$ cat config.mk
export PLATFORM = sky130hd
export DESIGN_NAME = return_stack_flat
export DESIGN_NICKNAME = d
export VERILOG_FILES = /design/src/rtl/return_stack_if.sv /design/src/rtl/return_stack.sv /design/src/flat_wrapper.sv
export SDC_FILE = /design/constraint.sdc
export NUM_CORES = 1
export LEC_CHECK = 0
export BUFFER_PORTS_ARGS = -buffer_cell sky130_fd_sc_hd__buf_2
export CAP_MARGIN = 10
export CORE_ASPECT_RATIO = 1.75
export CORE_MARGIN = 5
export CORE_UTILIZATION = 35
export CTS_BUF_LIST = sky130_fd_sc_hd__clkbuf_4
export DETAILED_ROUTE_END_ITERATION = 8
export PLACE_DENSITY = 0.53
export SYNTH_ARGS = -nofsm -noshare
export SYNTH_HDL_FRONTEND = slang
export SYNTH_SLANG_ARGS = --single-unit
$ cat constraint.sdc
create_clock -name Slow_Clock -period 5.9 [get_ports Slow_Clock]
set_input_delay 0.885 -clock Slow_Clock [delete_from_list [all_inputs] [get_ports Slow_Clock]]
set_output_delay 0.885 -clock Slow_Clock [all_outputs]
set_load 0.005 [all_outputs]
$ cat src/rtl/return_stack_if.sv
// Push/pop request and stack status bundle for return_stack.
// RETURN_STACK_HWM_EN adds the High_Water status signal.
interface return_stack_if #(
    parameter int unsigned ADDR_W = 13,
    parameter int unsigned DEPTH  = 32
);
    localparam int unsigned CNT_W = $clog2(DEPTH) + 1;

    logic              Push;
    logic              Pop;
    logic [ADDR_W-1:0] Push_Addr;
    logic              Err_Clear;
    logic [ADDR_W-1:0] Ret_Add;
    logic [CNT_W-1:0]  Count;
    logic              Empty;
    logic              Full;
    logic              Err_Out;
    logic [1:0]        Err_Code;
`ifdef RETURN_STACK_HWM_EN
    logic [CNT_W-1:0]  High_Water;
`endif

    modport master (
        output Push, Pop, Push_Addr, Err_Clear,
`ifdef RETURN_STACK_HWM_EN
        input  High_Water,
`endif
        input  Ret_Add, Count, Empty, Full, Err_Out, Err_Code
    );

    modport slave (
        input  Push, Pop, Push_Addr, Err_Clear,
`ifdef RETURN_STACK_HWM_EN
        output High_Water,
`endif
        output Ret_Add, Count, Empty, Full, Err_Out, Err_Code
    );
endinterface

$ cat src/rtl/return_stack.sv
// Hardware return-address stack with sticky overflow/underflow flags.
// Optional macro RETURN_STACK_HWM_EN adds a High_Water (max Count) output.
module return_stack #(
    parameter int unsigned ADDR_W   = 13,
    parameter int unsigned DEPTH    = 32,
    parameter int unsigned OVF_MODE = 0
) (
    input  logic          Slow_Clock,
    input  logic          Reset,
    return_stack_if.slave bus
);
    localparam int unsigned PTR_W = $clog2(DEPTH);
    localparam int unsigned CNT_W = PTR_W + 1;

    logic [ADDR_W-1:0] r_mem [DEPTH];
    logic [PTR_W-1:0]  r_top;
    logic [CNT_W-1:0]  r_count;
    logic [1:0]        r_err;

    logic              w_empty;
    logic              w_full;
    logic              w_write;
    logic [PTR_W-1:0]  w_wr_idx;
    logic [PTR_W-1:0]  w_top_nxt;
    logic [CNT_W-1:0]  w_count_nxt;
    logic [1:0]        w_err_new;

    assign w_empty = (r_count == '0);
    assign w_full  = (r_count == CNT_W'(DEPTH));

    // r_top always addresses the current top; a push lands one slot above it,
    // so a full circular stack naturally overwrites the oldest entry.
    always_comb begin
        w_write     = 1'b0;
        w_wr_idx    = r_top;
        w_top_nxt   = r_top;
        w_count_nxt = r_count;
        w_err_new   = '0;
        if (bus.Push && bus.Pop && !w_empty) begin
            w_write  = 1'b1;
            w_wr_idx = r_top;
        end else if (bus.Push) begin
            if (bus.Pop) begin
                w_err_new[1] = 1'b1;
            end
            if (!w_full) begin
                w_write     = 1'b1;
                w_wr_idx    = r_top + PTR_W'(1);
                w_top_nxt   = r_top + PTR_W'(1);
                w_count_nxt = r_count + CNT_W'(1);
            end else begin
                w_err_new[0] = 1'b1;
                if (OVF_MODE == 1) begin
                    w_write   = 1'b1;
                    w_wr_idx  = r_top + PTR_W'(1);
                    w_top_nxt = r_top + PTR_W'(1);
                end
            end
        end else if (bus.Pop) begin
            if (w_empty) begin
                w_err_new[1] = 1'b1;
            end else begin
                w_top_nxt   = r_top - PTR_W'(1);
                w_count_nxt = r_count - CNT_W'(1);
            end
        end
    end

    always_ff @(posedge Slow_Clock or negedge Reset) begin
        if (!Reset) begin
            r_top   <= '0;
            r_count <= '0;
            r_err   <= '0;
        end else begin
            r_top   <= w_top_nxt;
            r_count <= w_count_nxt;
            r_err   <= (bus.Err_Clear ? 2'b00 : r_err) | w_err_new;
        end
    end

    // Entries are only readable once written after reset, so no clear is needed.
    always_ff @(posedge Slow_Clock) begin
        if (w_write && Reset) begin
            r_mem[w_wr_idx] <= bus.Push_Addr;
        end
    end

`ifdef RETURN_STACK_HWM_EN
    logic [CNT_W-1:0] r_hwm;

    always_ff @(posedge Slow_Clock or negedge Reset) begin
        if (!Reset) begin
            r_hwm <= '0;
        end else if (w_count_nxt > r_hwm) begin
            r_hwm <= w_count_nxt;
        end
    end

    assign bus.High_Water = r_hwm;
`endif

    assign bus.Ret_Add  = w_empty ? '0 : r_mem[r_top];
    assign bus.Count    = r_count;
    assign bus.Empty    = w_empty;
    assign bus.Full     = w_full;
    assign bus.Err_Code = r_err;
    assign bus.Err_Out  = |r_err;
endmodule
$ cat src/flat_wrapper.sv
// flat-port wrapper written by rule: the top's interface ports become plain ports
module return_stack_flat 
#(
    parameter int unsigned ADDR_W   = 13,
    parameter int unsigned DEPTH    = 32,
    parameter int unsigned OVF_MODE = 0
)
  (Slow_Clock, Reset, bus_Push, bus_Pop, bus_Push_Addr, bus_Err_Clear, bus_Ret_Add, bus_Count, bus_Empty, bus_Full, bus_Err_Out, bus_Err_Code);
  return_stack_if #(.ADDR_W(ADDR_W), .DEPTH(DEPTH)) bus_i ();
  input  logic Slow_Clock;
  input  logic Reset;
  input wire logic [$bits(bus_i.Push)-1:0] bus_Push;
  input wire logic [$bits(bus_i.Pop)-1:0] bus_Pop;
  input wire logic [$bits(bus_i.Push_Addr)-1:0] bus_Push_Addr;
  input wire logic [$bits(bus_i.Err_Clear)-1:0] bus_Err_Clear;
  output wire logic [$bits(bus_i.Ret_Add)-1:0] bus_Ret_Add;
  output wire logic [$bits(bus_i.Count)-1:0] bus_Count;
  output wire logic [$bits(bus_i.Empty)-1:0] bus_Empty;
  output wire logic [$bits(bus_i.Full)-1:0] bus_Full;
  output wire logic [$bits(bus_i.Err_Out)-1:0] bus_Err_Out;
  output wire logic [$bits(bus_i.Err_Code)-1:0] bus_Err_Code;
  assign bus_i.Push = bus_Push;
  assign bus_i.Pop = bus_Pop;
  assign bus_i.Push_Addr = bus_Push_Addr;
  assign bus_i.Err_Clear = bus_Err_Clear;
  assign bus_Ret_Add = bus_i.Ret_Add;
  assign bus_Count = bus_i.Count;
  assign bus_Empty = bus_i.Empty;
  assign bus_Full = bus_i.Full;
  assign bus_Err_Out = bus_i.Err_Out;
  assign bus_Err_Code = bus_i.Err_Code;
  return_stack #(.ADDR_W(ADDR_W), .DEPTH(DEPTH), .OVF_MODE(OVF_MODE)) u_core (.Slow_Clock(Slow_Clock), .Reset(Reset), .bus(bus_i));
endmodule
# Word-level counts from Yosys, hierarchy flattened
# Memory sizes are Yosys's and may differ from the RTL's.
# Cells that the tools add are included.
# classes
addsub	4
n_eq_ne	3
muxes	24
bitwise	2
reduce_logical	9
# ops
operator	n
5-bit two-way mux	6
6-bit two-way mux	4
13-bit two-way mux	1
1-bit two-way mux	11
6-bit by 1-bit adder with 6-bit output, second input constant	1
6-bit == test, second input constant	1
6-bit logical NOT	1
6-bit by 1-bit subtractor with 6-bit output, second input constant	1
5-bit by 1-bit adder with 5-bit output, second input constant	1
5-bit by 1-bit subtractor with 5-bit output, second input constant	1
2-bit two-way mux	2
2-bit != test, second input constant	2
4-bit AND reduction	1
1-bit logical AND	3
3-bit AND reduction	1
2-bit bitwise OR	1
2-bit nonzero test	1
2-bit OR reduction	1
1-bit logical NOT	1
1-bit NOT	1
# word_totals
reg_bits	13
mem_bits_rw	416
in_bits	18
out_inout_bits	24
wordCells	46
n_memories	1
# mem_list
memory	depth	width	read_ports	rd_ports_with_merged_regs	write_ports	line_no	source
u_core.r_mem	32	13	1	0	1	return_stack.sv:15	logic [ADDR_W-1:0] r_mem [DEPTH];

# Longest topological paths before layout
# Gate-level depths: netlist of the first run.
# depth
word_depth	7
mapped_depth	8

# Worst setup path before layout of the first run
# OpenSTA, ideal clock, no wires.
# synth_timing
path_type	input -> register
from	input bus_Pop
to	memory u_core.r_mem[12][0], enable pin
setup_time_ns	0.417
t_arrival_ns	3.287
t_required_ns	5.483
setup_slack_ns	2.197
path_stages	6
path_buffers	1
path_cell_list	inv_1 -> a31oi_2 -> nor3_2 -> mux2_2 -> buf_6 -> nor4_1
# synth_between
elab_chain_cells	6
elab_cells_between_ends	7
classes_between	mux: 4; reduce/logical: 3
# synth_lines
item	line_no	source
start, declared	flat_wrapper.sv:13	input wire logic [$bits(bus_i.Pop)-1:0] bus_Pop;
1-bit logical AND * (2 in a row)	return_stack.sv:39	if (bus.Push && bus.Pop && !w_empty) begin
1-bit two-way mux	return_stack.sv:39	
1-bit logical AND	return_stack.sv:83	if (w_write && Reset) begin
1-bit two-way mux	return_stack.sv:83	
1-bit two-way mux (not written as such)	return_stack.sv:84	r_mem[w_wr_idx] <= bus.Push_Addr;
end, declared	return_stack.sv:15	
# Every way passes the cells marked *; elsewhere a longest branch is shown, timed or not.

# Worst setup path in the final report of the first run
# layout_timing
from	register u_core.r_top[0]
to	output bus_Ret_Add[6]
# layout_between
elab_chain_cells	2
# layout_lines
item	line_no	source
start, declared	return_stack.sv:16	logic [PTR_W-1:0] r_top;
start signal, assigned	return_stack.sv:75	r_top <= w_top_nxt;
memory 32 x 13 bit	--	
13-bit two-way mux	return_stack.sv:102	assign bus.Ret_Add = w_empty ? '0 : r_mem[r_top];
end, declared	flat_wrapper.sv:16	output wire logic [$bits(bus_i.Ret_Add)-1:0] bus_Ret_Add;
# Every way passes these cells.

==> flow_summary.ini, run 1 <==
[global_routing]
antenna_found_initial = 3
grt_max_degree = 47
grt_usage_pct = 16.3
overflow = 0
first_global_vias = 9758
grt_pass1_wl_um = 64100

[sta]
max_freq_mhz = 200
worst_pin_slew_ns = 1.19
rsz0062_at_grt = no
final_max_slew_viol_count = 0
setup-violations-final = 0
hold_viol = 0
fin_tns_setup_ns = 0
finClkSkew_ns = 0.0383
layout_min_cycle_time_ns = 5.00
period_share_pct = 84.8
relSlewSlack_pct = 20.1

[critical_path]
crit_chain = buf_4, mux4_2, mux2i_1, nor2_1, a2111oi_0, nor3_1, buf_2
setup.worst_path.start_class = register
reg2reg_depth = 6
worstSetupPathType = reg2out
arrival_ns = 4.12
slowest_stage = dfrtp_4
end_kind = output port
max_stage_delay_ns = 1.04
cp_max_fo = 46
cp_data_required_time_ns = 5.02
reg2reg_slack_ns = 1.80

[finish]
layout.nets = 1046
fillerInstances = 4487
fin_area_mm2 = 0.0198
synthToLayoutAreaGrowth_pct = 14.6
seq_area_mm2 = 0.0128
multiInputGateArea_mm2 = 0.00433
layout-drive-gt1-share_pct = 33.7

[detailed_routing]
drt-initial-drc-count = 622
avgRoutedWirePerCell_um = 24.8
avgViaCountPerCell = 5.24
postRouteAntennaNets = 0
routed_wl_um = 43400
drc = 0
vias = 9148
firstDrtPassIters = 5

[power]
powerDensity_mw_per_mm2 = 439
p_leak_nw = 6.45
ir_worst_vdd_mv = 0.210

[min_path]
hp-class = in2reg
hold_depth = 2

[clocking]
clock_path_buffers = 3
cts_tree = yes
cts_hold_buf = 1
cts_buffers = 93
postCtsSetupBuffers = 0
ctsHtreeMaxLevel = 3
insertion_delay_ns = 0.81
cts.sinks = 429
cts_resized = 0
clk_pin_slew_ns = 0.07
cts_root_buf = clkbuf_4

[logic_synthesis]
synth_cells = 881
ys_warn_count = 0
ys_seq_area_share_pct = 74.3
ys_types = 67
syn_area_per_cell_um2 = 19.6
synth_edf_count = 416
syn_area_mm2 = 0.0172
synthesis.nets = 906
async_reset_ff_share_pct = 3.03
ys_dominant_reg_cell = edfxtp_1
ys_ff_latch = 429

[floorplan]
initial_core_util_pct = 35.4
ios = 42
die_height_um = 304
die_width_um = 178
row_count = 107
core_mm2 = 0.0487
dieArea_mm2 = 0.0540

[job]
max-cap-violations = 0

[place]
dpl.hpwl_um = 26800
io_buffer_count = 41
gp_congestion = 0.752
dpl_cell_area_mm2 = 0.0186

[run_status]
run_status = finished clean
-- where the power goes --
| part | switching (mW) | leakage, nW | internal, mW | total, mW |
|---|---|---|---|---|
| logic | 1.55 | 1.87 | 1.16 | 2.72 |
| registers | 0.262 | 3.90 | 3.49 | 3.76 |
| clock network | 1.12 | 0.684 | 1.09 | 2.21 |
-- per-stage QoR --
step | hold slack, ns | instances | power, mW | setup slack [ns] | util, %
floorplan | 0.522 | 881 | 5.53 | 2.20 | -
global route | 0.232 | 1745 | 9.16 | 0.611 | 40.5
detailed placement | 0.531 | 1579 | 6.60 | 1.55 | 38.1
global placement | 0.521 | 1579 | 6.58 | 1.51 | 38.1
finish | 0.304 | 1747 | 8.68 | 0.897 | 40.5
CTS | 0.226 | 1743 | 8.84 | 0.666 | 40.5
-- area by class of cell --
type / instances / area share [%]
antenna: 4 / 0.0507
clock buffer: 134 / 5.09
clock inverter: 29 / 0.804
inverter: 14 / 0.266
multi-input combinational: 395 / 21.9
sequential: 429 / 64.9
tap: 654 / 4.14
timing repair buffer: 88 / 2.84
-- worst paths after layout --
| path | startpoint | end |
|---|---|---|
| min reg2reg | u_core.bus.Err_Code[0]$_DFF_PN0_ | u_core.bus.Err_Code[0]$_DFF_PN0_ |
| max | u_core.r_top[0]$_DFFE_PN0P_ | bus_Ret_Add[6] |
| max reg2reg | u_core.r_top[0]$_DFFE_PN0P_ | u_core.r_mem[12][6]$_DFFE_PP_ |
| max in group asynchronous | Reset | u_core.r_top[1]$_DFFE_PN0P_ |
| min | bus_Err_Clear | u_core.bus.Err_Code[0]$_DFF_PN0_ |
| min in group asynchronous | Reset | u_core.r_top[3]$_DFFE_PN0P_ |
-- flip-flops by register name (all words and copies together), names as in the netlist --
signal               flops
u_core.bus.Err_Code      2
u_core.bus.Count         6
u_core.r_mem           416
u_core.r_top             5
-- kinds of logic after synthesis --
group                    Yosys count  synth area share [%]
buffers and inverters             57                  1.75
multiplexers                     155                  14.2
AND/OR/NAND/NOR                  113                  3.84
flip-flops                       429                  74.3
XOR/XNOR                          11                 0.559
AO/OA/AOI/OAI                    109                  4.74
adder cells (fa/ha/maj)            7                 0.551
-- cell usage after synthesis, drive strengths merged, types with 7 or more instances --
cell type / instances / area (um2)
edfxtp: 416 / 12500
mux4: 70 / 1580
mux2i: 65 / 651
nor3: 42 / 215
buf: 27 / 154
mux2: 20 / 229
clkbuf: 15 / 86.3
nor2: 15 / 63.8
a2111oi: 13 / 114
a21oi: 13 / 65.1
dfrtp: 13 / 325
inv: 13 / 48.8
o22ai: 13 / 81.3
nand3: 12 / 65.1
o21ai: 12 / 60.1
and2: 11 / 68.8
nor4: 10 / 77.6
a22oi: 9 / 67.6
xnor2: 8 / 70.1
nand2: 7 / 26.3
-- routing by layer --
metal,vias to the layer above,GRT usage (%),wire length [um]
li1,4028,-,-
met1,4817,18.7,16300
met2,244,30.0,24200
met3,59,3.22,2010
met4,0,5.31,875
met5,-,0,0
-- layout by cell type (no fill, tap or decap), drive strengths merged, types with 7 or more instances in the layout --
cell type  netlist  layout
o21ai           12      12
inv             13      14
a21oi           13      13
nand3           12      12
edfxtp         416     416
nand2            7       7
a2111oi         13      13
mux2i           65      65
nor2            15      15
nor4            10      10
mux4            70      70
o22ai           13      13
and2            11      11
mux2            20      20
buf             27      87
nor3            42      42
clkbuf          15     134
xnor2            8       8
a22oi            9       9
dfrtp           13      13
clkinv           1      26
-- critical path, delay by kind of cell, from the launching register on --
family,cells,cell delay [ns]
DFF,1,1.04
buffers and inverters,2,0.64
and+or+nand+nor,2,0.25
AOI/OAI and AO/OA,1,0.67
muxes,2,0.69
(Power assumes the default switching activity.)
==> run 2: changes to the inputs <==
Clock period 5.9 ns to 5.11 ns, I/O delays scaled along.
==> flow_summary.ini, run 2 (synthesized netlist as in run 1, its figures left out) <==
[run_status]
run_status = finished clean

[power]
p_total_mw = 10.0
powerDensity_mw_per_mm2 = 506
ir_worst_vdd_mv = 0.254
p_leak_nw = 6.47

[critical_path]
max_stage_delay_ns = 0.68
slowest_stage = dfrtp_4
cp_data_required_time_ns = 4.34
arrival_ns = 3.80
end_kind = output port
crit_chain = buf_12, nor4b_2, a22oi_1, nand3_1, o21ai_0, a2111oi_0, buf_2
setup.worst_path.start_class = register
worstSetupPathType = reg2out
cp_max_fo = 58

[clocking]
clock_path_buffers = 3
cts_buffers = 95
cts_resized = 0
cts.sinks = 429
clk_pin_slew_ns = 0.08
insertion_delay_ns = 0.80
cts_root_buf = clkbuf_4
cts_hold_buf = 1
postCtsSetupBuffers = 0
ctsHtreeMaxLevel = 3
cts_tree = yes

[global_routing]
grt_max_degree = 59
grt_pass1_wl_um = 63400
grtUsageMet1_pct = 18.0
grt_usage_pct = 16.1
grt-busiest-layer = met2
gr-usage-met3_pct = 3.43
overflow = 0
grt_use_met2_pct = 29.3
antenna_found_initial = 3
first_global_vias = 9787

[detailed_routing]
drc = 0
avgRoutedWirePerCell_um = 24.4
vias = 9108
drt-initial-drc-count = 560
routed_wl_um = 42900
avgViaCountPerCell = 5.19
postRouteAntennaNets = 0
firstDrtPassIters = 5

[sta]
worst_pin_slew_ns = 1.21
fin_tns_setup_ns = 0
relSlewSlack_pct = 17.0
final_max_slew_viol_count = 0
period_share_pct = 89.4
rsz0062_at_grt = no
finClkSkew_ns = 0.0588
hold_viol = 0
max_freq_mhz = 219
setup-violations-final = 0
layout_min_cycle_time_ns = 4.57

[floorplan]
initial_core_util_pct = 35.4
row_count = 107
die_width_um = 178
dieArea_mm2 = 0.0540
core_mm2 = 0.0487
ios = 42
die_height_um = 304

[finish]
layout-drive-gt1-share_pct = 33.4
final_cell_mix = edfxtp_1, clkbuf_4, mux4_2
top_register = u_core.r_mem
final_common_cell = edfxtp_1
synthToLayoutAreaGrowth_pct = 14.7
fin_util_pct = 40.6
instances_no_fill = 1754
fin_area_mm2 = 0.0198
largest_reg_flops = 416
fillerInstances = 4482
layout.nets = 1048

[place]
dpl.hpwl_um = 27200
dp_cells = 1579
io_buffer_count = 41
gp_congestion = 0.790
dpl_cell_area_mm2 = 0.0186

[min_path]
hp-class = in2reg

[job]
max-cap-violations = 0
[run 2: worst paths after layout]
path	from	endpoint	slack (ns)	depth (start not counted)
hold / removal	bus_Err_Clear	u_core.bus.Err_Code[0]$_DFF_PN0_	0.21	2
max in group asynchronous	Reset	u_core.r_top[0]$_DFFE_PN0P_	4.32	2
setup reg to reg	u_core.r_top[1]$_DFFE_PN0P_	u_core.r_mem[23][9]$_DFFE_PP_	1.44	5
hold reg to reg	u_core.bus.Err_Code[0]$_DFF_PN0_	u_core.bus.Err_Code[0]$_DFF_PN0_	0.55	2
setup / recovery	u_core.r_top[1]$_DFFE_PN0P_	bus_Ret_Add[1]	0.54	7
min in group asynchronous	Reset	u_core.r_top[2]$_DFFE_PN0P_	0.46	2
[run 2: worst max-delay path, delay by kind of cell, from the launching register on]
kind | cells | cell delay [ns]
compound gates | 3 | 0.95
flops | 1 | 0.68
buf+inv | 2 | 0.50
simple gates | 2 | 0.81
[run 2: layout make-up]
type	count	area, um2	share of cell area (%)
diodes	3	7.51	0.0379
clock buffers	130	976	4.93
clock inverters	41	196	0.993
inverters	14	52.6	0.266
multi-input cells	395	4330	21.9
flip-flops and latches	429	12800	64.8
well taps	654	818	4.13
repair buffers	88	586	2.96
[run 2: power breakdown]
group	switching, mW	internal, mW
clock	1.30	1.24
sequential	0.219	4.04
combinational	1.87	1.36
[run 2: metal layers]
| layer | wire length [um] | part of all wire [%] |
|---|---|---|
| met5 | 0 | 0 |
| met4 | 1570 | 3.7 |
| met3 | 2050 | 4.8 |
| met2 | 23400 | 55 |
| met1 | 15900 | 37 |
[run 2: stage by stage]
| stage | hold slack (ns) | setup slack (ns) |
|---|---|---|
| finish | 0.210 | 0.544 |
| global route | 0.158 | 0.255 |
| CTS | 0.139 | 0.409 |
| detailed placement | 0.545 | 1.25 |
| global placement | 0.532 | 1.21 |
| floorplan | 0.471 | 1.42 |
